### src/rtl/pixel_ray_scheduler.sv
// Raster-scan sequencer that emits per-pixel beam positions and 12-bit directional vectors.
// Optional macro PIXEL_RAY_SCHEDULER_STALL_COUNT_EN adds a saturating backpressure stall counter.
module pixel_ray_scheduler #(
  parameter int H_PIXELS = 640,
  parameter int V_PIXELS = 480
) (
  input  logic             clk,
  input  logic             rst,
  input  logic             frame_start,
  input  logic             frame_abort,
  input  logic [2:0][11:0] camera_location,
  input  logic [2:0][11:0] beginning_pixel_location,
  input  logic [2:0][11:0] pixels_delta_location,
  output logic             busy,
  output logic             out_valid,
  input  logic             out_ready,
  output logic [1:0][10:0] beam_position,
  output logic [2:0][11:0] vector,
  output logic             last_in_row,
  output logic             last_in_frame,
`ifdef PIXEL_RAY_SCHEDULER_STALL_COUNT_EN
  output logic [15:0]      stall_count,
`endif
  output logic             frame_done
);

  typedef enum logic {IDLE, RUN} state_t;

  localparam logic [10:0] X_LAST = 11'(H_PIXELS - 1);
  localparam logic [10:0] Y_LAST = 11'(V_PIXELS - 1);

  state_t      state;
  logic [11:0] base0, base2;
  logic [11:0] d0, d1, d2;

  logic [11:0] start0, start1, start2;
  logic [10:0] x_inc, y_inc;
  logic        xfer, start_ok;

  assign start0   = camera_location[0] - beginning_pixel_location[0];
  assign start1   = camera_location[1] - beginning_pixel_location[1];
  assign start2   = camera_location[2] - beginning_pixel_location[2];
  assign x_inc    = beam_position[1] + 11'd1;
  assign y_inc    = beam_position[0] + 11'd1;
  assign xfer     = out_valid && out_ready;
  assign start_ok = (state == IDLE) && frame_start && !frame_abort;

  always_ff @(posedge clk) begin
    if (rst) begin
      state         <= IDLE;
      busy          <= 1'b0;
      out_valid     <= 1'b0;
      frame_done    <= 1'b0;
      last_in_row   <= 1'b0;
      last_in_frame <= 1'b0;
      beam_position <= '0;
      vector        <= '0;
      base0         <= '0;
      base2         <= '0;
      d0            <= '0;
      d1            <= '0;
      d2            <= '0;
    end else begin
      frame_done <= 1'b0;
      case (state)
        IDLE: begin
          if (start_ok) begin
            state         <= RUN;
            busy          <= 1'b1;
            out_valid     <= 1'b1;
            base0         <= start0;
            base2         <= start2;
            d0            <= pixels_delta_location[0];
            d1            <= pixels_delta_location[1];
            d2            <= pixels_delta_location[2];
            beam_position <= '0;
            vector        <= {start2, start1, start0};
            last_in_row   <= (X_LAST == 11'd0);
            last_in_frame <= (X_LAST == 11'd0) && (Y_LAST == 11'd0);
          end
        end
        RUN: begin
          if (frame_abort) begin
            state         <= IDLE;
            busy          <= 1'b0;
            out_valid     <= 1'b0;
            last_in_row   <= 1'b0;
            last_in_frame <= 1'b0;
          end else if (xfer) begin
            if (last_in_frame) begin
              state         <= IDLE;
              busy          <= 1'b0;
              out_valid     <= 1'b0;
              frame_done    <= 1'b1;
              last_in_row   <= 1'b0;
              last_in_frame <= 1'b0;
            end else if (last_in_row) begin
              // row wrap: x-dependent components return to their row-start values
              beam_position[1] <= 11'd0;
              beam_position[0] <= y_inc;
              vector[0]        <= base0;
              vector[1]        <= vector[1] - d1;
              vector[2]        <= base2;
              last_in_row      <= (X_LAST == 11'd0);
              last_in_frame    <= (X_LAST == 11'd0) && (y_inc == Y_LAST);
            end else begin
              beam_position[1] <= x_inc;
              vector[0]        <= vector[0] - d0;
              vector[2]        <= vector[2] + d2;
              last_in_row      <= (x_inc == X_LAST);
              last_in_frame    <= (x_inc == X_LAST) && (beam_position[0] == Y_LAST);
            end
          end
        end
        default: state <= IDLE;
      endcase
    end
  end

`ifdef PIXEL_RAY_SCHEDULER_STALL_COUNT_EN
  always_ff @(posedge clk) begin
    if (rst || start_ok) begin
      stall_count <= '0;
    end else if ((state == RUN) && out_valid && !out_ready && (stall_count != 16'hFFFF)) begin
      stall_count <= stall_count + 16'd1;
    end
  end
`endif

endmodule

### config.mk
export PLATFORM = sky130hd
export DESIGN_NAME = pixel_ray_scheduler
export DESIGN_NICKNAME = d
export VERILOG_FILES = /design/src/rtl/pixel_ray_scheduler.sv
export SDC_FILE = /design/constraint.sdc
export NUM_CORES = 1
export LEC_CHECK = 0
export ABC_AREA = 1
export BUFFER_PORTS_ARGS = -buffer_cell sky130_fd_sc_hd__buf_4
export CAP_MARGIN = 10
export CORE_ASPECT_RATIO = 1.1
export CORE_MARGIN = 2
export CORE_UTILIZATION = 45
export DETAILED_ROUTE_END_ITERATION = 8
export GPL_ROUTABILITY_DRIVEN = 0
export PLACE_DENSITY = 0.68
export SETUP_SLACK_MARGIN = 0.4
export SLEW_MARGIN = 30
export SYNTH_ARGS = -nofsm -noshare
export SYNTH_HDL_FRONTEND = slang
export SYNTH_SLANG_ARGS = --single-unit
### constraint.sdc
create_clock -name clk -period 1.95 [get_ports clk]
set_input_delay 0.2925 -clock clk [delete_from_list [all_inputs] [get_ports clk]]
set_output_delay 0.2925 -clock clk [all_outputs]
set_load 0.01 [all_outputs]
* Word-level counts from Yosys, hierarchy flattened
Cells that the tools add are included.
Cells by class: shift operators 0, mux-type cells 37, magnitude comparators 0, reductions and logical operators 11, bitwise gates (word level) 2, $add $sub $neg 8, $mul 0, divide/modulo/power cells 0, equality and inequality tests 9
Operator list (number):
- $mux W36 | 4
- $mux W22 | 4
- $pmux W36 S2 | 1
- $sub A12 B12 Y12 | 5
- $pmux W22 S2 | 1
- $mux W12 | 3
- $add A11 B1 Y11 const B | 2
- $mux W11 | 2
- $mux W1 | 18
- $add A12 B12 Y12 | 1
- $eq A11 B10 Y1 const B | 1
- $eq A11 B9 Y1 const B | 1
- $ne A2 B2 Y1 const B | 4
- $pmux W1 S2 | 4
- $reduce_and A5 Y1 | 1
- $logic_and A1 B1 Y1 | 4
- $reduce_and A2 Y1 | 2
- $reduce_and A4 Y1 | 1
- $reduce_or A4 Y1 | 1
- $ne A3 B2 Y1 const B | 1
- $ne A3 B3 Y1 const B | 1
- $reduce_and A3 Y1 | 1
- $ne A2 B1 Y1 const B | 1
- $not A1 Y1 | 2
- $logic_not A1 Y1 | 1
Word-level totals: bits in latches 0, bits of input ports 113, word-level logic and storage cells 82, memories kept 0, bits in read-only memories 0, register bits after elaboration 123, memory bits (writable) 0, output and inout bits 63

* Longest topological paths before layout
Gate-level depths: netlist of the first run.
word-level depth 8, mapped depth 14, mapped depth without buffers 14

* Worst setup path before layout of the first run
OpenSTA, ideal clock, no wires.
path type register to register, start register vector[0] in the netlist's numbering, end register vector[8] in the netlist's numbering, setup time 0.070 ns, arrival 1.760 ns, buffers on the path 0, path slack 0.120 ns, data required time 1.880 ns, cell stages (with the launch flop) 15, clock period less this slack 1.830 ns, cell sequence dfxtp_1 > inv_1 > ha_1 > fa_1 > inv_1 > nand3_1 > nand2_1 > nand2_1 > nand2_1 > nand3_1 > nand2_1 > nand2_1 > nand3_1 > nand2_1 > a21oi_1
On the way: cells in the longest elaborated chain, start to end 6
Ends and longest elaborated chain:
- start, declared | RTL line 18 | output logic [2:0][11:0] vector,
- start signal, assigned | RTL line 77 | vector <= {start2, start1, start0};
- $sub A12 B12 Y12 | RTL line 108 | vector[0] <= vector[0] - d0;
- $mux W12 | RTL line 97 | end else if (last_in_row) begin
- $mux W36 | RTL line 90 | if (last_in_frame) begin
- $mux W36 | RTL line 89 | end else if (xfer) begin
- $mux W36 | RTL line 83 | if (frame_abort) begin
- $pmux W36 S2 | RTL line 65 | case (state)
No other way between the ends. The select of a mux whose other input is x is not followed. A chain may end at the register's enable or synchronous reset.

* Final worst setup path of the first run
start register vector[24] in the netlist's numbering, end register vector[30] in the netlist's numbering
On the way: cells in the longest elaborated chain, start to end 6
Ends and longest elaborated chain:
- $add A12 B12 Y12 | RTL line 109 | vector[2] <= vector[2] + d2;
- $mux W12 | RTL line 97
- $mux W36 | RTL line 90
- $mux W36 | RTL line 89
- $mux W36 | RTL line 83
- $pmux W36 S2 | RTL line 65
No other way between the ends. The select of a mux whose other input is x is not followed.

==> results of run 1 <==
state kept, by name, summed over array words and instances (netlist names):
register and cells:
base0 12, base2 12, beam_position 22, d0 12
d1 12, d2 12, frame_done 1, last_in_frame 1
last_in_row 1, out_valid 1, state 1, vector 36
layer usage:
| layer | vias up | share of wire, % | wire [um] |
|---|---|---|---|
| met5 | - | 0 | 0 |
| met2 | 295 | 49 | 13100 |
| met1 | 4309 | 43 | 11400 |
| li1 | 4734 | - | - |
| met3 | 66 | 5.4 | 1450 |
| met4 | 0 | 3.3 | 891 |
synth_stat cells (all sizes together), types with 2 or more instances:
master,instances,area [sq um]
a22o,22,193
xnor2,15,139
inv,212,796
clkbuf,24,90.1
o22ai,4,25.0
or2,3,18.8
a21o,7,52.6
o211ai,12,90.1
buf,17,96.3
nand3,121,611
nand2,291,1090
nor3,12,70.1
nand3b,8,60.1
a211oi,2,15.0
dfxtp,123,2460
o21bai,9,67.6
nand4,24,156
fa,6,120
a31oi,6,37.5
xor2,19,166
o21ai,89,464
a21oi,104,521
ha,69,863
nor2,98,380
how the worst min path moves through the flow:
| stage | startpoint | end | cells after the start |
|---|---|---|---|
| floorplan | pixels_delta_location[10] | d0[10] | 2 |
| global placement | base0[0] | base0[0] | 2 |
| detailed placement | base0[0] | base0[0] | 2 |
| CTS | pixels_delta_location[10] | d0[10] | 3 |
| global route | pixels_delta_location[13] | d1[1] | 3 |
| finish | pixels_delta_location[7] | d0[7] | 3 |
cell families (layout without fill, tap and decap cells):
| logic type | count (synthesis) | count (layout) |
|---|---|---|
| XOR/XNOR | 34 | 34 |
| buffers and inverters | 253 | 489 |
| AO/OA/AOI/OAI | 260 | 260 |
| AND/OR/NAND/NOR | 559 | 559 |
| adder cells (fa/ha/maj) | 75 | 75 |
| flip-flops | 123 | 123 |
area by class of cell:
type	instances	area share (%)
multi-input combinational	928	50.1
sequential	123	20.3
timing repair buffer	245	15.4
inverter	212	6.50
clock buffer	21	3.76
tap	247	2.47
clock inverter	11	1.50
critical path, delay by kind of cell, from the launching register on:
family | cells | cell delay, ns
and+or+nand+nor | 4 | 0.53
DFF | 1 | 0.35
adders and majority gates | 2 | 0.55
AOI/OAI and AO/OA | 3 | 0.26
report_power, final:
group          internal, uW  total (uW)  leakage [uW]  switching (uW)
logic                  1400        3110       0.00468            1720
clock network          2370        3550      0.000324            1190
registers              2680        2830       0.00102             151
total                  6440        9500       0.00603            3060
repair_timing:
item	CTS	global route
pin swaps	59	68
setup buffers	23	19
setup endpoints to repair	44	76
resized for setup	122	123
per-stage QoR:
stage	hold slack (ns)	cells
after global routing	0.0720	1787
after CTS	0.0585	1768
after global placement	0.433	1713
after floorplan	0.405	1304
final	0.0646	1787
after detailed placement	0.440	1713
==> impl_metrics.yaml, run 1 <==
status:
  status: "complete, no violations"
logic_synthesis:
  synth_ff_type: "dfxtp_1"
  syn-num-nets: 1492
  async_flop_share_pct: 0
  syn_avg_cell_area_sq_um: 6.63
  postSynthCellCount: 1304
  synth_mux_area_share_pct: 0
  yosysUniqueCellTypes: 44
  synth_seq_area_share_pct: 28.5
  synthXorXnorAreaFrac_pct: 3.53
  synth_warnings: 0
  synth_edf_count: 0
  synth_compound_area_share_pct: 17.5
  synth-simple-area-share_pct: 27.8
  synth_top_family_by_area: "simple AND/OR/NAND/NOR gates"
  synthAdderAreaFrac_pct: 11.4
  synth-seq-cells: 123
  syn-cell-area_sq_mm: 0.00865
critical_path:
  slowest_delay_ns: 0.37
  crit_start: "vector[24]"
  r2r_slack_ns: 0.17
  crit_type: "flip-flop to flip-flop"
  slowest_stage: "fa_2"
  rr_worst_depth: 9
  worst_setup_path_start_kind: "flip-flop"
  r2r_start: "vector[24]"
  path_cells: "ha_4 -> fa_2 -> nand2_2 -> nand3_4 -> nand3b_1 -> a21oi_1 -> nand3b_1 -> o211ai_1 -> a21oi_1"
  cp_max_fo: 3
  end_kind: "flip-flop"
  crit_end: "vector[30]"
  cp.required_ns: 2.26
  cp.arrival_ns: 2.09
  r2r_end: "vector[30]"
finish:
  synthToLayoutAreaGrowth_pct: 44.6
  diodes: 0
  stdcell_area_sq_mm: 0.0125
  multiInputGateArea_sq_mm: 0.00627
  drive_gt1_share_pct: 33.2
  fin_util_pct: 65.9
  fin_nets: 1715
  final_cell_mix: "nand2_1 (252), buf_4 (228), inv_1 (188)"
  seqCellArea_sq_mm: 0.00253
  layout.cells.most_common: "nand2_1"
  fillers: 1680
place:
  dpl-instance-area_sq_mm: 0.0105
  pre_cts_slack_ns: 0.0838
  port-buffer-count: 175
  dp_hpwl_um: 18500
global_route:
  grt_overflow_total: 0
  grt_pass1_vias: 8782
  grtUsageTotal_pct: 25.4
  met1_usage_pct: 30.8
  busiest_layer: "met2"
  grt_max_degree: 50
  grt_pass1_wl_um: 41500
  antenna_found_initial: 0
  grtUsageMet2_pct: 44.0
  grtUsageMet3_pct: 4.55
timing:
  fin_skew_ns: 0.00713
  tightest_slew_ns: 0.399
  hold_viol: 0
  min_period_over_period_pct: 91.3
  finalMaxSlewViolations: 0
  fin_tns_setup_ns: 0
  max_slew_margin_pct: 73.1
  fin_ws_ns: 0.169
  setup-violations-final: 0
  fmax_ghz: 0.561
  period_minus_slack_ns: 1.78
  rsz0062_at_grt: "yes"
die:
  die_h_um: 149
  die_x_um: 136
  coreArea_sq_mm: 0.0190
  start_util_pct: 45.6
  rows: 53
  dieArea_sq_mm: 0.0203
  io_pins: 176
route:
  ant_nets: 0
  drt_iter0_markers: 512
  via_per_inst: 5.26
  dr_total_vias: 9404
  wl_per_cell_um: 15.0
  drc: 0
  drt-total-wl_um: 26900
  firstDrtPassIters: 7
clock_network:
  htreeDepth: 4
  clkSlewWorstSetupHoldPaths_ns: 0.06
  clockRootBuffer: "clkbuf_16"
  cts_tree: "built"
  cts_buffers: 17
  clock_latency_ns: 0.42
  cts_sinks: 123
  ctsHoldBuffers: 0
  clock_path_buffers: 2
job:
  drv_cap: 0
power:
  p_total_uw: 9500
  power_density_mw_per_mm2: 759
  vdd_ir_drop_max_mv: 0.623
  p_leak_uw: 0.00603
worst_hold_path:
  min_path_type: "primary input to flip-flop"
Note: power is estimated with default switching activity, not from simulation.
==> run 2: changes to the inputs <==
--- a/config.mk
+++ b/config.mk
@@ -5,7 +5,6 @@
 export SDC_FILE = /design/constraint.sdc
 export NUM_CORES = 1
 export LEC_CHECK = 0
-export ABC_AREA = 1
 export BUFFER_PORTS_ARGS = -buffer_cell sky130_fd_sc_hd__buf_4
 export CAP_MARGIN = 10
 export CORE_ASPECT_RATIO = 1.1
@@ -13,7 +12,7 @@
 export CORE_UTILIZATION = 45
 export DETAILED_ROUTE_END_ITERATION = 8
 export GPL_ROUTABILITY_DRIVEN = 0
-export PLACE_DENSITY = 0.68
+export PLACE_DENSITY = 0.69
 export SETUP_SLACK_MARGIN = 0.4
 export SLEW_MARGIN = 30
 export SYNTH_ARGS = -nofsm -noshare
==> impl_metrics.yaml, run 2 <==
power:
  p_int_uw: 6070
  switchingPower_uw: 2650
  p_leak_uw: 0.00555
  swShare_pct: 30.4
  p_clk_share_pct: 35.3
  pwr-share-comb_pct: 33.1
  power_density_mw_per_mm2: 670
  power_frac_seq_pct: 31.6
  vdd_ir_drop_max_mv: 0.730
die:
  coreArea_sq_mm: 0.0177
  die_x_um: 133
  rows: 51
  die_h_um: 145
  dieArea_sq_mm: 0.0193
  start_util_pct: 46.1
  io_pins: 176
logic_synthesis:
  synth_edf_count: 0
  yosysUniqueCellTypes: 66
  synth_area_leaders: "dfxtp_1 (30%), ha_1 (11%), nand2_1 (7.8%)"
  postSynthCellCount: 1079
  syn-cell-area_sq_mm: 0.00818
  synth_seq_area_share_pct: 30.1
  synthDominantCellAreaShare_pct: 30.1
  synth-seq-cells: 123
  async_flop_share_pct: 0
  synth_ff_type: "dfxtp_1"
  syn-num-nets: 1267
  synth_warnings: 0
  syn_avg_cell_area_sq_um: 7.58
  synth.most_common_cell: "nand2_1"
  synth_area_leader_cell: "dfxtp_1"
  yosys-top-cells-count: "nand2_1 (170), dfxtp_1 (123), a21oi_1 (120), nor2_1 (99), inv_1 (73)"
critical_path:
  end_kind: "flip-flop"
  worst_setup_path_start_kind: "flip-flop"
  cp_max_fo: 2
  crit_type: "flip-flop to flip-flop"
  cp.required_ns: 2.27
  cp.arrival_ns: 2.53
place:
  port-buffer-count: 175
  pre_cts_slack_ns: -0.317
  dp.cells: 1562
  dp_hpwl_um: 17900
clock_network:
  clockRootBuffer: "clkbuf_16"
  htreeDepth: 4
  clkSlewWorstSetupHoldPaths_ns: 0.06
  cts_tree: "built"
  cts_buffers: 17
  cts_sinks: 123
  clock_path_buffers: 2
  clock_latency_ns: 0.42
global_route:
  grt_overflow_total: 0
  antenna_found_initial: 0
  grt_pass1_wl_um: 40400
  grt_pass1_vias: 8500
  grtUsageMet2_pct: 44.4
  met1_usage_pct: 31.1
  grtUsageMet3_pct: 4.46
  grt_max_degree: 35
  busiest_layer: "met2"
  grtUsageTotal_pct: 25.3
finish:
  largest_reg_flops: 36
  final_cell_mix: "buf_4 (309), nand2_1 (163), a21oi_1 (98)"
  synthToLayoutAreaGrowth_pct: 59.0
  drive_gt1_share_pct: 42.6
  fin_util_pct: 73.3
  fin_nets: 1585
  layout.cells.most_common: "buf_4"
  fin_cells: 1645
  diodes: 0
  top_register: "vector"
  top_regs: "vector x36, beam_position x22"
route:
  drt_iter0_markers: 585
  drt-total-wl_um: 26100
  ant_nets: 0
  via_per_inst: 5.47
  wl_per_cell_um: 15.9
  drc: 0
  firstDrtPassIters: 5
  dr_total_vias: 8997
timing:
  fmax_ghz: 0.453
  min_period_over_period_pct: 113
  tightest_slew_ns: 0.459
  hold_viol: 0
  finalMaxSlewViolations: 0
  fin_ws_ns: -0.257
  max_slew_margin_pct: 69.4
  rsz0062_at_grt: "yes"
  fin_skew_ns: 0.0106
  setup-violations-final: 16
  period_minus_slack_ns: 2.21
job:
  drv_cap: 0
status:
  violations: "setup timing"
  status: "finished, violations left"
worst_hold_path:
  min_path_type: "primary input to flip-flop"
==> run 2: area by class of cell <==
type / count / area, sq um
tap: 238 / 298
inverter: 74 / 347
clock inverter: 9 / 97.6
fill: 1368 / 4730
clock buffer: 20 / 467
multi-input combinational: 833 / 6450
sequential: 123 / 2520
timing repair buffer: 348 / 2830
==> run 2: final timing paths <==
kind	startpoint	to	slack, ns	depth (start not counted)
max reg2reg	d2[0]	vector[34]	-0.26	9
min reg2reg	d1[6]	d1[6]	0.45	2
min	pixels_delta_location[1]	d0[1]	0.11	3
max	d2[0]	vector[34]	-0.26	9
==> run 2: power groups by stage <==
stage          clock (uW)  sequential [uW]  combinational [uW]
4_1_cts              3100             2750                2550
3_3_place_gp            0             2800                2300
3_5_place_dp            0             2810                2330
5_1_grt              3200             2770                3140
2_1_floorplan           0             2810                1420
6_report             3070             2750                2890
==> run 2: through the flow <==
stage,TNS (ns),cell area [sq um],hold slack (ns),total power [uW]
finish,-2.29,13000,0.112,8710
global route,-4.23,13000,0.107,9110
CTS,-1.72,12100,0.102,8400
detailed placement,-5.63,10900,0.448,5140
global placement,-4.63,10900,0.435,5100
floorplan,-0.630,8590,0.421,4230
==> run 2: cell families (layout without fill, tap and decap cells) <==
group           after synthesis  in the layout  synth area share, %
simple gates                384            384                 20.8
mux                           9              9                 1.10
fa+ha+maj                    75             75                 12.0
xor+xnor                     54             54                 5.78
compound gates              311            311                 24.4
buf+inv                     123            451                 5.74
flops                       123            123                 30.1
==> run 2: routing by layer <==
| layer | wire [um] | share of wire (%) |
|---|---|---|
| met4 | 583 | 2.2 |
| met1 | 10900 | 42 |
| met5 | 0 | 0 |
| met3 | 1460 | 5.6 |
| met2 | 13100 | 50 |
==> run 2: timing repair <==
item                                    CTS  global route
gates resized for setup                 105           139
endpoints found under the setup margin  109            75
buffers inserted                         29            23
hold buffers                              0             0
cloned                                    0             2
pin swaps                               106            98
hold endpoints to repair                  0             0
==> run 2: critical path, stage by stage, from the launching register on <==
cell and delay (ns):
dfxtp_2 0.33, ha_4 0.16, fa_2 0.34, a21o_1 0.18, a211o_1 0.30, a211oi_2 0.26
nor2_1 0.08, a41oi_2 0.14, xor2_1 0.08, o311ai_1 0.24
